$ cat src/rtl/spatz_vlsu_addrgen.sv
// -----------------------------------------------------------------------------
// spatz_vlsu_addrgen
//
// Address/request generator for the Spatz vector load/store unit. Takes one
// decoded VLE/VSE/VLSE operation at a time and turns it into a stream of
// ELEN-wide memory requests. Each operation ends with a one-cycle
// done/exception pulse back to the controller.
//
// Ports
//   clk_i, rst_ni               clock, asynchronous active-low reset
//   req_valid_i / req_ready_o   operation handshake (ready only while idle)
//   req_id_i                    instruction ID
//   req_base_i, req_stride_i    base byte address, byte stride (strided only)
//   req_strided_i               1 = strided, 0 = unit-stride
//   req_is_load_i               1 = load, 0 = store
//   req_ew_i                    element width, log2 bytes (0..3)
//   req_vl_i, req_vstart_i      vector length, start element
//   mem_valid_o / mem_ready_i   memory request handshake
//   mem_addr_o, mem_we_o        request address, write enable
//   mem_strb_o, mem_size_o      byte strobes, log2 access bytes
//   mem_last_o, mem_id_o        last beat of the operation, instruction ID
//   done_valid_o, done_id_o     one-cycle completion pulse and its ID
//   done_exc_o                  operation rejected (no or partial traffic)
//   busy_o                      an operation is in flight
//
// Configuration
//   SPATZ_LSU_STRIDED_EN        define to build the strided path; without it
//                               every strided request completes with an
//                               exception and issues no memory traffic.
//
// All mem_* and done_* outputs come straight from flops; req_ready_o and
// busy_o decode the state register.
// -----------------------------------------------------------------------------
module spatz_vlsu_addrgen #(
    parameter int unsigned ELEN    = 32,
    parameter int unsigned MAXVL   = 256,
    parameter int unsigned IdWidth = 2,
    parameter int unsigned VlWidth = $clog2(MAXVL + 1)
) (
    input  logic               clk_i,
    input  logic               rst_ni,
    input  logic               req_valid_i,
    output logic               req_ready_o,
    input  logic [IdWidth-1:0] req_id_i,
    input  logic [31:0]        req_base_i,
    input  logic [31:0]        req_stride_i,
    input  logic               req_strided_i,
    input  logic               req_is_load_i,
    input  logic [1:0]         req_ew_i,
    input  logic [VlWidth-1:0] req_vl_i,
    input  logic [VlWidth-1:0] req_vstart_i,
    output logic               mem_valid_o,
    input  logic               mem_ready_i,
    output logic [31:0]        mem_addr_o,
    output logic               mem_we_o,
    output logic [ELEN/8-1:0]  mem_strb_o,
    output logic [1:0]         mem_size_o,
    output logic               mem_last_o,
    output logic [IdWidth-1:0] mem_id_o,
    output logic               done_valid_o,
    output logic [IdWidth-1:0] done_id_o,
    output logic               done_exc_o,
    output logic               busy_o
);

    localparam int unsigned ELENB = ELEN / 8;
    localparam int unsigned OffW  = $clog2(ELENB);

`ifdef SPATZ_LSU_STRIDED_EN
    localparam bit StridedEn = 1'b1;
`else
    localparam bit StridedEn = 1'b0;
`endif

    typedef enum logic [1:0] {IDLE, ISSUE, DONE} state_e;

    // Everything needed to present one beat and to advance past it.
    typedef struct packed {
        logic [31:0]        addr;
        logic [ELENB-1:0]   strb;
        logic [1:0]         size;
        logic               last;
        logic               misaligned;
        logic [31:0]        adv;    // bytes to add to cur_addr after the beat
        logic [VlWidth-1:0] elems;  // elements consumed by the beat
    } beat_t;

    // Low address bits that must be zero for an element of width ew.
    function automatic logic [OffW-1:0] low_mask(input logic [1:0] ew);
        logic [OffW-1:0] m;
        m = '0;
        for (int unsigned i = 0; i < OffW; i++) m[i] = (i < 32'(ew));
        return m;
    endfunction

    function automatic beat_t calc_beat(input logic [31:0]        addr,
                                        input logic [VlWidth-1:0] rem,
                                        input logic [1:0]         ew,
                                        input logic               strided,
                                        input logic [31:0]        stride);
        beat_t       b;
        int unsigned off;
        int unsigned esz;
        int unsigned rem_bytes;
        int unsigned avail;
        int unsigned nbytes;
        b         = '0;
        off       = 32'(addr[OffW-1:0]);
        esz       = 32'd1 << ew;
        rem_bytes = 32'(rem) << ew;
        avail     = ELENB - off;
        if (strided) begin
            b.addr = addr;
            for (int unsigned i = 0; i < ELENB; i++) b.strb[i] = (i >= off) && (i < off + esz);
            b.size       = ew;
            b.last       = (rem == VlWidth'(1));
            b.misaligned = |(addr[OffW-1:0] & low_mask(ew));
            b.adv        = stride;
            b.elems      = VlWidth'(1);
        end else begin
            // Fill the rest of the current word, or stop early on the tail.
            nbytes = (rem_bytes < avail) ? rem_bytes : avail;
            b.addr = {addr[31:OffW], OffW'(0)};
            for (int unsigned i = 0; i < ELENB; i++) b.strb[i] = (i >= off) && (i < off + nbytes);
            b.size  = 2'(OffW);
            b.last  = (rem_bytes <= avail);
            b.adv   = nbytes;
            b.elems = VlWidth'(nbytes >> ew);
        end
        return b;
    endfunction

    state_e             state_q, state_d;
    logic [31:0]        cur_addr_q, cur_addr_d;
    logic [31:0]        stride_q, stride_d;
    logic [31:0]        adv_q, adv_d;
    logic [VlWidth-1:0] remaining_q, remaining_d;
    logic [VlWidth-1:0] elems_q, elems_d;
    logic [1:0]         ew_q, ew_d;
    logic               strided_q, strided_d;

    logic               mem_valid_d, mem_we_d, mem_last_d;
    logic [31:0]        mem_addr_d;
    logic [ELENB-1:0]   mem_strb_d;
    logic [1:0]         mem_size_d;
    logic [IdWidth-1:0] mem_id_d, done_id_d;
    logic               done_valid_d, done_exc_d;

    logic               load_beat, finish, finish_exc, reject;
    logic [31:0]        beat_addr, beat_stride;
    logic [VlWidth-1:0] beat_rem;
    logic [1:0]         beat_ew;
    logic               beat_strided;
    beat_t              beat;

    assign req_ready_o = (state_q == IDLE);
    assign busy_o      = (state_q != IDLE);

    always_comb begin
        // NOTE: every signal written here gets a default first, so no branch
        // leaves one unassigned and no latch is inferred.
        state_d      = state_q;
        cur_addr_d   = cur_addr_q;
        stride_d     = stride_q;
        adv_d        = adv_q;
        remaining_d  = remaining_q;
        elems_d      = elems_q;
        ew_d         = ew_q;
        strided_d    = strided_q;
        mem_valid_d  = mem_valid_o;
        mem_we_d     = mem_we_o;
        mem_last_d   = mem_last_o;
        mem_addr_d   = mem_addr_o;
        mem_strb_d   = mem_strb_o;
        mem_size_d   = mem_size_o;
        mem_id_d     = mem_id_o;
        done_id_d    = done_id_o;
        done_valid_d = 1'b0;
        done_exc_d   = 1'b0;
        load_beat    = 1'b0;
        finish       = 1'b0;
        finish_exc   = 1'b0;
        reject       = 1'b0;
        beat_addr    = cur_addr_q;
        beat_rem     = remaining_q;
        beat_ew      = ew_q;
        beat_strided = strided_q;
        beat_stride  = stride_q;

        unique case (state_q)
            IDLE: begin
                if (req_valid_i) begin
                    ew_d      = req_ew_i;
                    stride_d  = req_stride_i;
                    strided_d = StridedEn && req_strided_i;
                    mem_we_d  = !req_is_load_i;
                    mem_id_d  = req_id_i;
                    if (strided_d) cur_addr_d = req_base_i + req_stride_i * 32'(req_vstart_i);
                    else           cur_addr_d = req_base_i + (32'(req_vstart_i) << req_ew_i);
                    remaining_d = req_vl_i - req_vstart_i;
                    reject = (req_strided_i && !StridedEn) || (32'(req_ew_i) > OffW)
                             || |(req_base_i[OffW-1:0] & low_mask(req_ew_i));
                    if (reject) begin
                        finish     = 1'b1;
                        finish_exc = 1'b1;
                    end else if (req_vstart_i >= req_vl_i) begin
                        finish = 1'b1;
                    end else begin
                        load_beat    = 1'b1;
                        beat_addr    = cur_addr_d;
                        beat_rem     = remaining_d;
                        beat_ew      = req_ew_i;
                        beat_strided = strided_d;
                        beat_stride  = req_stride_i;
                    end
                end
            end
            ISSUE: begin
                if (mem_valid_o && mem_ready_i) begin
                    if (mem_last_o) begin
                        finish = 1'b1;
                    end else begin
                        cur_addr_d  = cur_addr_q + adv_q;
                        remaining_d = remaining_q - elems_q;
                        load_beat   = 1'b1;
                        beat_addr   = cur_addr_d;
                        beat_rem    = remaining_d;
                    end
                end
            end
            DONE:    state_d = IDLE;
            default: state_d = IDLE;
        endcase

        // Next beat is prepared here so the outputs are registered; a
        // misaligned strided element ends the operation instead of issuing.
        beat = calc_beat(beat_addr, beat_rem, beat_ew, beat_strided, beat_stride);
        if (load_beat && beat.misaligned) begin
            finish     = 1'b1;
            finish_exc = 1'b1;
        end else if (load_beat) begin
            state_d     = ISSUE;
            mem_valid_d = 1'b1;
            mem_addr_d  = beat.addr;
            mem_strb_d  = beat.strb;
            mem_size_d  = beat.size;
            mem_last_d  = beat.last;
            adv_d       = beat.adv;
            elems_d     = beat.elems;
        end

        if (finish) begin
            state_d      = DONE;
            mem_valid_d  = 1'b0;
            mem_last_d   = 1'b0;
            done_valid_d = 1'b1;
            done_exc_d   = finish_exc;
            done_id_d    = mem_id_d;
        end
    end

    always_ff @(posedge clk_i or negedge rst_ni) begin
        if (!rst_ni) begin
            state_q      <= IDLE;
            cur_addr_q   <= '0;
            stride_q     <= '0;
            adv_q        <= '0;
            remaining_q  <= '0;
            elems_q      <= '0;
            ew_q         <= '0;
            strided_q    <= 1'b0;
            mem_valid_o  <= 1'b0;
            mem_we_o     <= 1'b0;
            mem_last_o   <= 1'b0;
            mem_addr_o   <= '0;
            mem_strb_o   <= '0;
            mem_size_o   <= '0;
            mem_id_o     <= '0;
            done_valid_o <= 1'b0;
            done_id_o    <= '0;
            done_exc_o   <= 1'b0;
        end else begin
            // NOTE: non-blocking assignments so every register samples the
            // pre-edge values, independent of statement order.
            state_q      <= state_d;
            cur_addr_q   <= cur_addr_d;
            stride_q     <= stride_d;
            adv_q        <= adv_d;
            remaining_q  <= remaining_d;
            elems_q      <= elems_d;
            ew_q         <= ew_d;
            strided_q    <= strided_d;
            mem_valid_o  <= mem_valid_d;
            mem_we_o     <= mem_we_d;
            mem_last_o   <= mem_last_d;
            mem_addr_o   <= mem_addr_d;
            mem_strb_o   <= mem_strb_d;
            mem_size_o   <= mem_size_d;
            mem_id_o     <= mem_id_d;
            done_valid_o <= done_valid_d;
            done_id_o    <= done_id_d;
            done_exc_o   <= done_exc_d;
        end
    end

endmodule

$ cat config.mk
export PLATFORM = sky130hd
export DESIGN_NAME = spatz_vlsu_addrgen
export DESIGN_NICKNAME = d
export VERILOG_FILES = /design/src/rtl/spatz_vlsu_addrgen.sv
export SDC_FILE = /design/constraint.sdc
export NUM_CORES = 1
export LEC_CHECK = 0
export BUFFER_PORTS_ARGS = -buffer_cell sky130_fd_sc_hd__buf_4
export CAP_MARGIN = 40
export CORE_MARGIN = 2
export CORE_UTILIZATION = 58
export CTS_CLUSTER_DIAMETER = 120
export DETAILED_ROUTE_END_ITERATION = 10
export PLACE_DENSITY_LB_ADDON = 0.2
export RECOVER_POWER = 100
export SLEW_MARGIN = 20
export SYNTH_ARGS = -nofsm -noshare
export SYNTH_HDL_FRONTEND = slang
export SYNTH_SLANG_ARGS = --single-unit
$ cat constraint.sdc
create_clock -name clk_i -period 5.15 [get_ports clk_i]
set_clock_uncertainty 0.05 [all_clocks]
set_input_delay 1.03 -clock clk_i [delete_from_list [all_inputs] [get_ports clk_i]]
set_output_delay 1.03 -clock clk_i [all_outputs]
set_load 0.02 [all_outputs]
Word level (Yosys, flattened, before mapping)
Cells that the tools add are included.
Operators by class
  $add $sub $neg: 6
  magnitude comparators: 13
  equal/unequal tests: 3
  shifts and indexed selects: 3
  muxes and demuxes: 47
  bitwise gates (word level): 1
  reduce and logical (&&, ||, !) cells: 15
Operators by type and width (number)
  2-to-1 mux 32 bit: 7
  case mux 32 bit (2 select lines): 2
  adder 32 bit: 2
  less-than comparator 1 x 32 -> 1 bit (first input constant): 2
  less-than comparator 2 x 32 -> 1 bit (first input constant): 2
  << shifter 9 x 2 -> 32 bit: 2
  2-to-1 mux 9 bit: 6
  case mux 9 bit (2 select lines): 2
  adder 2 x 32 -> 32 bit: 1
  <= comparator 32 bit: 1
  less-than comparator 32 bit: 1
  right shift 32 x 2 -> 9 bit: 1
  2-to-1 mux 1 bit: 19
  2-to-1 mux 2 bit: 9
  subtractor 9 bit: 2
  greater-or-equal comparator 9 bit: 1
  nonzero test 2 bit: 3
  greater-or-equal comparator 1 x 2 -> 1 bit (first input constant): 2
  logical AND 1 bit: 4
  less-than comparator 1 x 2 -> 1 bit (first input constant): 2
  case mux 1 bit (2 select lines): 2
  AND reduction 2 bit: 2
  OR reduction 2 bit: 2
  subtractor 3 x 2 -> 4 bit (first input constant): 1
  other kinds (9): 10
Word-level totals
  bits in registers: 130
  bits of input ports: 92
  output and inout bits: 49
  logic and storage cells: 104

Depth between registers and ports, before layout
Gate-level depths: netlist (run 1).
  depth in word-level cells: 13
  mapped depth: 26
  depth with buffers taken out: 25

Least setup slack after synthesis (run 1)
Ideal clock, no wire load.
  path type: input to register
  from: input port req_vstart_i[2]
  to: register mem_strb_o[2]
  library setup time: 0.142 ns
  arrival: 5.446 ns
  required time: 4.958 ns
  path slack: -0.487 ns
  stages on the path: 25
  buffers on the path: 1
  cell sequence: inv_1 > ha_1 > o21ai_1 > a21oi_1 > o221ai_2 > a21o_1 > clkbuf_1 > nor3_1 > a31oi_1 > o22ai_1 > inv_1 > ha_1 > inv_1 > ha_1 > nor2b_1 > o21ai_0 > nand2b_1 > nand4b_4 > o21ai_0 > ha_1 > inv_1 > fa_1 > a211oi_1 > mux2_4 > a31oi_1
RTL lines
  start: declaration: line 51  | input logic [VlWidth-1:0] req_vstart_i,
  end signal: assignment: line 297  | mem_strb_o <= mem_strb_d;
  end: declaration: line 56  | output logic [ELEN/8-1:0] mem_strb_o,

==> results of run 1 <==
[critical path, stage by stage]
cell and delay, ns:
sky130_fd_sc_hd__buf_4 0.07, sky130_fd_sc_hd__inv_1 0.04, sky130_fd_sc_hd__ha_1 0.32, sky130_fd_sc_hd__and3_1 0.20
sky130_fd_sc_hd__nand4_1 0.17, sky130_fd_sc_hd__and2_4 0.18, sky130_fd_sc_hd__a21bo_4 0.26, sky130_fd_sc_hd__nor2_1 0.33
sky130_fd_sc_hd__a221oi_4 0.14, sky130_fd_sc_hd__buf_4 0.17, sky130_fd_sc_hd__a211oi_4 0.29, sky130_fd_sc_hd__ha_4 0.25
sky130_fd_sc_hd__nor2b_4 0.12, sky130_fd_sc_hd__o21ai_2 0.12, sky130_fd_sc_hd__nand2b_1 0.08, sky130_fd_sc_hd__nand4b_4 0.22
sky130_fd_sc_hd__o21ai_2 0.18, sky130_fd_sc_hd__ha_2 0.21, sky130_fd_sc_hd__inv_2 0.04, sky130_fd_sc_hd__fa_2 0.36
sky130_fd_sc_hd__a211oi_2 0.20, sky130_fd_sc_hd__mux2_4 0.20, sky130_fd_sc_hd__a31oi_1 0.08
[area by class of cell]
cell class                 count  area (um2)
multi-input combinational    787        5380
fill                        1052        3540
sequential                   110        2750
timing repair buffer         224        1510
clock buffer                  11         243
tap                          180         225
inverter                      46         173
clock inverter                 4        55.1
[path summary, 6_finish.rpt]
path | from | cells past startpoint | to
worst max-delay path | req_vl_i[0] | 23 | mem_strb_o[2]
worst min-delay path | ew_q[1] | 2 | ew_q[1]
worst max register to register | state_q[1] | 19 | mem_strb_o[2]
worst min register to register | ew_q[1] | 2 | ew_q[1]
max in group asynchronous | rst_ni | 2 | done_valid_o
min in group asynchronous | rst_ni | 1 | mem_we_o
[through the flow]
stage | cell area (um2) | total power (W) | hold slack [ns] | worst slack, ns | TNS, ns
floorplan | 8390 | 0.00116 | 0.396 | 0.00769 | 0
global placement | 10000 | 0.00132 | 0.412 | -0.130 | -0.458
detailed placement | 10000 | 0.00133 | 0.420 | -0.236 | -0.854
CTS | 10300 | 0.00205 | 0.435 | 0.126 | 0
global route | 10300 | 0.00215 | 0.457 | -0.118 | -0.400
finish | 10300 | 0.00207 | 0.439 | 0.0619 | 0
[flip-flops by register name, indices dropped and copies added (netlist names), 2 cells and up]
| signal | flops |
|---|---|
| cur_addr_q | 32 |
| mem_addr_o | 30 |
| adv_q | 12 |
| elems_q | 9 |
| remaining_q | 9 |
| mem_strb_o | 4 |
| done_id_o | 2 |
| ew_q | 2 |
| mem_id_o | 2 |
| state_q | 2 |
[per-layer routing]
layer  up-vias  GRT usage (%)
li1       3892              -
met1      4039           44.2
met2       462           54.8
met3       100           4.24
met4         0           13.3
met5         -              0
[what timing repair did]
action | in CTS | in global routing
hold buffers | 0 | 0
resized for setup | 0 | 27
endpoints found under the hold margin | 0 | 0
endpoints found under the setup margin | 0 | 4
setup buffers | 0 | 14
[Yosys cell counts, drive strengths merged, types with 14 or more instances]
library cell | count | area share, %
nand2 | 120 | 5.5
dfrtp | 110 | 33
nor2 | 104 | 4.8
a21oi | 85 | 5.4
o21ai | 72 | 4.4
ha | 49 | 7.5
inv | 46 | 2.1
xnor2 | 46 | 4.9
clkbuf | 31 | 1.4
nand3 | 29 | 1.8
o22ai | 25 | 1.9
xor2 | 24 | 2.6
and3 | 21 | 1.6
nor3 | 19 | 1.2
a21o | 18 | 1.6
and2 | 16 | 1.2
a211oi | 14 | 1.5
buf | 14 | 0.93
[kinds of logic after synthesis]
group	after synthesis	share of synthesized area, %
and+or+nand+nor	343	19.1
AOI/OAI and AO/OA	299	23.9
DFF	110	33.5
buffers and inverters	91	4.44
xor gates and xnor gates	70	7.45
adders and majority gates	54	8.67
muxes	18	2.86
other	1	0.0456
[where the power goes]
part | total [W] | switching [W] | internal [W]
sequential | 0.000896 | 0.0000154 | 0.000881
combinational | 0.000442 | 0.000236 | 0.000205
clock | 0.000734 | 0.000341 | 0.000393
total | 0.00207 | 0.000593 | 0.00148
==> impl_metrics.csv, run 1 <==
group,metric,value,unit
sta,fin_crit,5.09,ns
sta,timing.final.hold_violations,0,
power,power.ir.vdd_worst,179,uV
yosys,synth-seq-area-share,33.5,%
detailed_routing,detail_route.iter0.violations,831,
placed_design,dp.final_hpwl,17900,um
layout,most_frequent_cells_in_the_layout,"sky130_fd_sc_hd__buf_4 (172), sky130_fd_sc_hd__nand2_1 (119), sky130_fd_sc_hd__dfrtp_1 (110)",
sta,setup-violations-final,0,
detailed_routing,viasPerCell,6.24,
global_route,overflow,0,
clock_network,max-clock-path-buffers,2,
layout,mostFrequentLayoutCell,"sky130_fd_sc_hd__buf_4",
clock_network,tritoncts_num_sinks,110,
power,power_density,200,mW/mm2
floorplanning,die-width,123,um
critical_path,end_kind,"register",
clock_network,clk_latency,0.36,ns
power,leakage,4.88,nW
floorplanning,io_pins,141,
critical_path,worstPathMaxFanout,6,
sta,slew_viol_final,110,
yosys,post_synth_num_cell_types,76,
detailed_routing,drtAntennaViolNets,0,
clock_network,cts_htree_levels,3,
layout,syn_to_final_growth,25.8,%
detailed_routing,m1WireLength,10300,um
critical_path,worst-r2r-setup-slack,0.47,ns
critical_path,critical_path.startpoint_type,"input port",
floorplanning,initial_utilization,59.3,%
sta,max-slew-margin-rel,-71.1,%
yosys,ys_dominant_reg_cell,"sky130_fd_sc_hd__dfrtp_1",
clock_network,path_clk_slew,0.08,ns
yosys,synth-warning-count,0,
clock_network,cts_root_buf,"sky130_fd_sc_hd__clkbuf_16",
layout,layoutNonFillerInstCount,1362,
yosys,count_of_flip_flops_with_a_built_in_enable_after_synthesis,0,
detailed_routing,vias,8493,
outcome,status,"finished, violations left",
worst_hold_path,worstHoldPathType,"register to register",
yosys,post_synth.cell_area_avg,8.34,um2
global_route,grt_start_max_net_pins,45,
critical_path,cp_data_required_time,5.33,ns
layout,nets,1324,
layout,final_core_utilization,74.5,%
yosys,syn_inst,986,
critical_path,critPathArrivalTime,5.27,ns
detailed_routing,finalWirelength,25800,um
detailed_routing,maxUsedRoutingLayer,"met4",
floorplanning,core_area,0.0139,mm2
placed_design,portBuffers,105,
yosys,synthesis.area,0.00823,mm2
detailed_routing,post-route-drc-count,0,
global_route,wire_length_of_the_first_global_routing_pass,39000,um
floorplanning,core.rowCount,43,
layout,diodes,0,
sta,min_period_over_period,98.8,%
detailed_routing,wl_met2,12400,um
placed_design,dpl.cell_count,1333,
sta,fmax,197,MHz
clock_network,tritoncts,"done",
floorplanning,die-area,0.0151,mm2
global_route,first_global_vias,7835,
detailed_routing,dr_wl_cell,19.0,um
sta,worst-slew-pin-transition,2.57,ns
detailed_routing,dr_wl_met3,2130,um
detailed_routing,drt_pass1_iterations,6,
global_route,total_routing_usage_gr,33.1,%
floorplanning,die-height,123,um
layout,layout-drive-gt1-share,22.1,%
yosys,ys_seq_elements,110,
clock_network,cts_buffer_count,9,
yosys,ys_async_sr_fraction,100,%
outcome,failed_checks,"max-capacitance violations, max-slew violations",
run,max-cap-violations,3,
critical_path,criticalPathCategory,"input port to register",
global_route,antenna_found_initial,0,
placed_design,gp_routability_congestion,0.965,
Note: power is estimated with default switching activity, not from simulation.
==> run 2: changes to the inputs <==
--- a/config.mk
+++ b/config.mk
@@ -5,10 +5,11 @@
 export SDC_FILE = /design/constraint.sdc
 export NUM_CORES = 1
 export LEC_CHECK = 0
+export ABC_AREA = 1
 export BUFFER_PORTS_ARGS = -buffer_cell sky130_fd_sc_hd__buf_4
 export CAP_MARGIN = 40
 export CORE_MARGIN = 2
-export CORE_UTILIZATION = 58
+export CORE_UTILIZATION = 59
 export CTS_CLUSTER_DIAMETER = 120
 export DETAILED_ROUTE_END_ITERATION = 10
 export PLACE_DENSITY_LB_ADDON = 0.2
==> impl_metrics.csv, run 2 <==
group,metric,value,unit
layout,number_of_flip_flops_under_the_largest_register_name,32,
clock_network,tritoncts_num_sinks,110,
critical_path,cp_data_required_time,5.37,ns
critical_path,max_stage_delay,0.33,ns
placed_design,gp_routability_congestion,0.934,
yosys,syn_inst,1366,
yosys,yosys.cell_count.top_type,"sky130_fd_sc_hd__nand2_1",
floorplanning,initial_utilization,60.3,%
yosys,synth_simple_gate_area_share,28.9,%
floorplanning,die-height,128,um
placed_design,place_area,0.0106,mm2
clock_network,clk_latency,0.36,ns
layout,diodes,0,
global_route,total_routing_usage_gr,33.6,%
critical_path,worstPathMaxFanout,7,
placed_design,portBuffers,105,
layout,mostFrequentLayoutCell,"sky130_fd_sc_hd__nand2_1",
yosys,post_synth.cell_area_avg,6.68,um2
layout,layout.cell_area.non_filler,0.0109,mm2
detailed_routing,post-route-drc-count,0,
critical_path,critical_path.startpoint_type,"input port",
detailed_routing,drt_pass1_iterations,5,
global_route,wire_length_of_the_first_global_routing_pass,44200,um
run,max-cap-violations,1,
yosys,post_synth_xor_area_fraction,3.84,%
yosys,synth-seq-area-share,30.1,%
yosys,synthesis.area,0.00913,mm2
placed_design,dp.final_hpwl,20200,um
clock_network,cts_buffer_count,9,
yosys,post_synth_num_cell_types,52,
yosys,synth_top_cells_by_area,"sky130_fd_sc_hd__dfrtp_1 (30%), sky130_fd_sc_hd__nand2_1 (15%), sky130_fd_sc_hd__o21ai_0 (7.3%), sky130_fd_sc_hd__inv_1 (7.0%), sky130_fd_sc_hd__ha_1 (6.7%)",
clock_network,tritoncts,"done",
sta,fmax,206,MHz
clock_network,max-clock-path-buffers,2,
yosys,synth-adder-area-share,7.81,%
sta,setup-violations-final,0,
sta,min_period_over_period,94.2,%
clock_network,cts_root_buf,"sky130_fd_sc_hd__clkbuf_16",
layout,largest_registers,"cur_addr_q x32, mem_addr_o x30, adv_q x12",
yosys,synthDominantCellAreaShare,30.1,%
power,leakage,5.39,nW
yosys,ys_async_sr_fraction,100,%
detailed_routing,detail_route.iter0.violations,844,
critical_path,worst-r2r-setup-slack,0.77,ns
yosys,ys_seq_elements,110,
sta,finalHoldWorstSlack,0.432,ns
power,power.ir.vdd_worst,350,uV
outcome,failed_checks,"max-capacitance violations, max-slew violations",
critical_path,worst_path_cell_with_the_longest_stage_delay,"sky130_fd_sc_hd__fa_2",
critical_path,critPathArrivalTime,5.07,ns
global_route,grt_start_max_net_pins,75,
sta,timing.final.hold_violations,0,
critical_path,criticalPathCategory,"input port to register",
detailed_routing,drtAntennaViolNets,0,
yosys,synth-warning-count,0,
sta,worst-slew-pin-transition,2.57,ns
yosys,synthTopCellsByCount,"sky130_fd_sc_hd__nand2_1 (353), sky130_fd_sc_hd__inv_1 (171), sky130_fd_sc_hd__o21ai_0 (134), sky130_fd_sc_hd__dfrtp_1 (110), sky130_fd_sc_hd__nand3_1 (102)",
layout,nets,1654,
detailed_routing,finalWirelength,27400,um
critical_path,end_kind,"register",
worst_hold_path,min-delay-start,"mem_strb_o[2]",
power,pwr_total,0.00484,W
sta,slew_viol_final,55,
layout,largest_register,"cur_addr_q",
layout,most_frequent_cells_in_the_layout,"sky130_fd_sc_hd__nand2_1 (345), sky130_fd_sc_hd__inv_1 (165), sky130_fd_sc_hd__buf_4 (132)",
detailed_routing,viasPerCell,5.78,
yosys,count_of_flip_flops_with_a_built_in_enable_after_synthesis,0,
floorplanning,die-area,0.0165,mm2
sta,max-slew-margin-rel,-71.4,%
yosys,ys_dominant_reg_cell,"sky130_fd_sc_hd__dfrtp_1",
global_route,overflow,0,
floorplanning,io_pins,141,
clock_network,cts_htree_levels,3,
floorplanning,die-width,128,um
worst_hold_path,worstHoldPathType,"register to register",
global_route,first_global_vias,9199,
critical_path,crit_path_start,"req_vstart_i[6]",
global_route,antenna_found_initial,0,
detailed_routing,vias,9824,
yosys,synth.largest_area_cell,"sky130_fd_sc_hd__dfrtp_1",
yosys,synth_mux_area_share,0.438,%
clock_network,path_clk_slew,0.08,ns
floorplanning,core.rowCount,45,
sta,fin_crit,4.85,ns
yosys,combinational_family_with_the_most_area_after_synthesis,"simple AND/OR/NAND/NOR gates",
detailed_routing,dr_wl_cell,16.1,um
yosys,synth-compound-area-share,18.8,%
power,power_density,446,mW/mm2
critical_path,reg2reg_from,"remaining_q[0]",
layout,syn_to_final_growth,19.0,%
layout,layout-drive-gt1-share,14.0,%
outcome,status,"finished, violations left",
floorplanning,core_area,0.0151,mm2
-- run 2: what timing repair did --
action,in CTS,in global routing
resized for setup,0,28
hold buffers,0,0
endpoints found under the setup margin,0,4
setup buffers,0,7
-- run 2: worst max-delay path: cells and delay by family --
family	cells	cell delay (ns)
simple gates	15	1.45
fa+ha+maj	5	1.21
compound gates	5	0.86
buf+inv	6	0.50
-- run 2: kinds of logic (layout without fill, tap and decap cells) --
kind of cell,count (synthesis),after routing
compound gates,306,306
xor+xnor,40,40
fa+ha+maj,54,54
buf+inv,234,379
flops,110,110
mux,4,4
other cells,1,3
simple gates,617,617
-- run 2: final cells by class --
class,instances,area (um2)
tap,188,235
multi-input combinational,1024,5660
sequential,110,2750
fill,1282,4280
inverter,180,678
clock buffer,10,239
timing repair buffer,183,1220
clock inverter,6,76.3
-- run 2: metal layers --
metal	share of wire (%)	wire length, um	global-route usage (%)
met5	0	0	0
met4	3.7	1000	14.0
met3	7.3	2000	5.99
met2	47	12800	55.0
met1	42	11600	44.1
-- run 2: per-stage QoR --
| stage | setup slack, ns | TNS, ns | std cells | utilization [%] |
|---|---|---|---|---|
| 2_1_floorplan | 0.00465 | 0 | 1368 | - |
| 3_3_place_gp | -0.121 | -0.407 | 1674 | 69.4 |
| 3_5_place_dp | -0.160 | -0.565 | 1678 | 70.0 |
| 4_1_cts | 0.206 | 0 | 1694 | 72.0 |
| 5_1_grt | -0.0556 | -0.104 | 1701 | 71.7 |
| 6_report | 0.296 | 0 | 1701 | 71.7 |
-- run 2: path summary, 6_finish.rpt --
| check | end | cells after the start |
|---|---|---|
| setup / recovery | mem_strb_o[2] | 31 |
| hold / removal | mem_strb_o[2] | 2 |
| setup reg to reg | mem_strb_o[2] | 28 |
| hold reg to reg | mem_strb_o[2] | 2 |
| max in group asynchronous | remaining_q[2] | 3 |
| min in group asynchronous | done_valid_o | 1 |
-- run 2: report_power, final --
group / internal, W / switching [W] / leakage, nW
registers: 0.00119 / 0.000248 / 1.34
clock network: 0.000401 / 0.000364 / 0.156
logic: 0.000999 / 0.00165 / 3.90
==> run 3: changes to the inputs <==
--- a/config.mk
+++ b/config.mk
@@ -9,10 +9,10 @@
 export BUFFER_PORTS_ARGS = -buffer_cell sky130_fd_sc_hd__buf_4
 export CAP_MARGIN = 40
 export CORE_MARGIN = 2
-export CORE_UTILIZATION = 59
+export CORE_UTILIZATION = 60
 export CTS_CLUSTER_DIAMETER = 120
 export DETAILED_ROUTE_END_ITERATION = 10
-export PLACE_DENSITY_LB_ADDON = 0.2
+export PLACE_DENSITY = 0.88
 export RECOVER_POWER = 100
 export SLEW_MARGIN = 20
 export SYNTH_ARGS = -nofsm -noshare
==> constraint.sdc (replaced) <==
create_clock -name clk_i -period 5.7 [get_ports clk_i]
set_clock_uncertainty 0.05 [all_clocks]
set_input_delay 1.14 -clock clk_i [delete_from_list [all_inputs] [get_ports clk_i]]
set_output_delay 1.14 -clock clk_i [all_outputs]
set_load 0.02 [all_outputs]
==> impl_metrics.csv, run 3 (synthesized netlist as in run 2, its figures left out) <==
group,metric,value,unit
layout,largest_register,"cur_addr_q",
layout,most_frequent_cells_in_the_layout,"sky130_fd_sc_hd__nand2_1 (353), sky130_fd_sc_hd__inv_1 (171), sky130_fd_sc_hd__o21ai_0 (137)",
placed_design,gp_routability_congestion,0.998,
clock_network,cts_htree_levels,3,
clock_network,tritoncts,"done",
sta,max-slew-margin-rel,-109,%
layout,layout-drive-gt1-share,9.42,%
global_route,wire_length_of_the_first_global_routing_pass,44400,um
detailed_routing,viasPerCell,5.94,
critical_path,reg2reg_from,"state_q[1]",
global_route,antenna_found_initial,0,
critical_path,r2r_end,"mem_strb_o[0]",
layout,syn_to_final_growth,13.5,%
critical_path,end_kind,"register",
critical_path,criticalPathCategory,"input port to register",
sta,min_period_over_period,93.6,%
floorplanning,io_pins,141,
power,power_density,410,mW/mm2
detailed_routing,dr_wl_cell,16.4,um
sta,slew_viol_final,130,
sta,timing.final.hold_violations,0,
floorplanning,core.rowCount,45,
critical_path,max_stage_delay,0.38,ns
critical_path,cp_data_required_time,5.91,ns
critical_path,timing.critical_path.to,"mem_strb_o[0]",
global_route,total_routing_usage_gr,34.1,%
critical_path,worst-path-stages,32,
clock_network,cts_buffer_count,9,
floorplanning,core_area,0.0150,mm2
clock_network,tritoncts_num_sinks,110,
detailed_routing,vias,9874,
clock_network,cts.repair_timing.setup_buffer_count,0,
layout,diodes,0,
layout,mostFrequentLayoutCell,"sky130_fd_sc_hd__nand2_1",
critical_path,worst_path_cell_with_the_longest_stage_delay,"sky130_fd_sc_hd__fa_1",
clock_network,cts_root_buf,"sky130_fd_sc_hd__clkbuf_16",
layout,number_of_flip_flops_under_the_largest_register_name,32,
floorplanning,die-width,127,um
clock_network,path_clk_slew,0.08,ns
sta,worst-slew-pin-transition,3.14,ns
global_route,first_global_vias,9268,
detailed_routing,detail_route.iter0.violations,909,
placed_design,dpl.cell_count,1647,
detailed_routing,finalWirelength,27300,um
layout,final_core_utilization,68.9,%
critical_path,crit_buf_inv,7,
outcome,status,"finished, violations left",
worst_hold_path,min-delay-start,"mem_size_o[1]",
detailed_routing,drtAntennaViolNets,0,
layout,largest_registers,"cur_addr_q x32, mem_addr_o x30, adv_q x12",
critical_path,critical_path.startpoint_type,"input port",
critical_path,crit_path_start,"req_vstart_i[4]",
run,max-cap-violations,2,
layout,nets,1616,
sta,fmax,187,MHz
detailed_routing,drt_pass1_iterations,5,
critical_path,worstPathMaxFanout,8,
sta,grt_setup_unrepaired,"no",
floorplanning,die-height,127,um
clock_network,max-clock-path-buffers,2,
global_route,overflow,0,
critical_path,r2r.worst_path.cells,29,
critical_path,critPathArrivalTime,5.55,ns
placed_design,dp.final_hpwl,20200,um
placed_design,portBuffers,105,
floorplanning,initial_utilization,60.7,%
critical_path,worst_path_dominant_cell_family,"simple AND/OR/NAND/NOR gates",
power,power.ir.vdd_worst,280,uV
sta,setup-violations-final,0,
layout,layoutNonFillerInstCount,1663,
clock_network,clk_latency,0.37,ns
sta,fin_crit,5.34,ns
worst_hold_path,worstHoldPathType,"register to register",
floorplanning,die-area,0.0162,mm2
detailed_routing,post-route-drc-count,0,
global_route,grt_start_max_net_pins,75,
outcome,failed_checks,"max-capacitance violations, max-slew violations",
power,leakage,5.16,nW
critical_path,worst-r2r-setup-slack,0.93,ns
## run 3: metrics by stage
step	hold slack (ns)	worst slack [ns]	setup TNS, ns	power [W]	area (um2)
final	0.417	0.364	0	0.00425	10400
after global routing	0.436	0.0118	0	0.00458	10400
after CTS	0.427	0.260	0	0.00434	10600
after detailed placement	0.409	-0.0684	-0.150	0.00365	10300
after global placement	0.402	0.0371	0	0.00357	10200
after floorplan	0.403	0.103	0	0.00289	9140
## run 3: cell type report
class / count / area, um2
tap: 188 / 235
multi-input combinational: 1024 / 5480
sequential: 110 / 2750
inverter: 180 / 678
clock buffer: 11 / 233
fill: 1320 / 4670
clock inverter: 5 / 65.1
timing repair buffer: 145 / 915
## run 3: how the worst min path moves through the flow
stage               endpoint  slack (ns)  depth (start not counted)
3_5_place_dp   mem_size_o[1]        0.41                          1
5_1_grt        mem_size_o[1]        0.44                          1
2_1_floorplan     elems_q[0]        0.40                          2
3_3_place_gp   mem_size_o[1]        0.40                          1
4_1_cts        mem_size_o[1]        0.43                          1
6_report       mem_size_o[1]        0.42                          1
## run 3: power by group
part           internal (W)  switching, W  total [W]  leakage (nW)
sequential          0.00107      0.000240    0.00131          1.34
clock              0.000347      0.000324   0.000671         0.138
combinational      0.000808       0.00146    0.00227          3.69
total               0.00223       0.00202    0.00425          5.16
## run 3: routing by layer
layer / vias to the layer above / GRT usage [%] / wire [um]
met5: - / 0 / 0
met4: 0 / 12.2 / 719
met3: 67 / 5.57 / 2600
met2: 511 / 55.6 / 12700
met1: 4567 / 46.3 / 11200
li1: 4729 / - / -
## run 3: timing repair
action                     4_1_cts  5_1_grt
gates resized for setup          0        4
hold buffers                     0        0
setup endpoints to repair        0        4
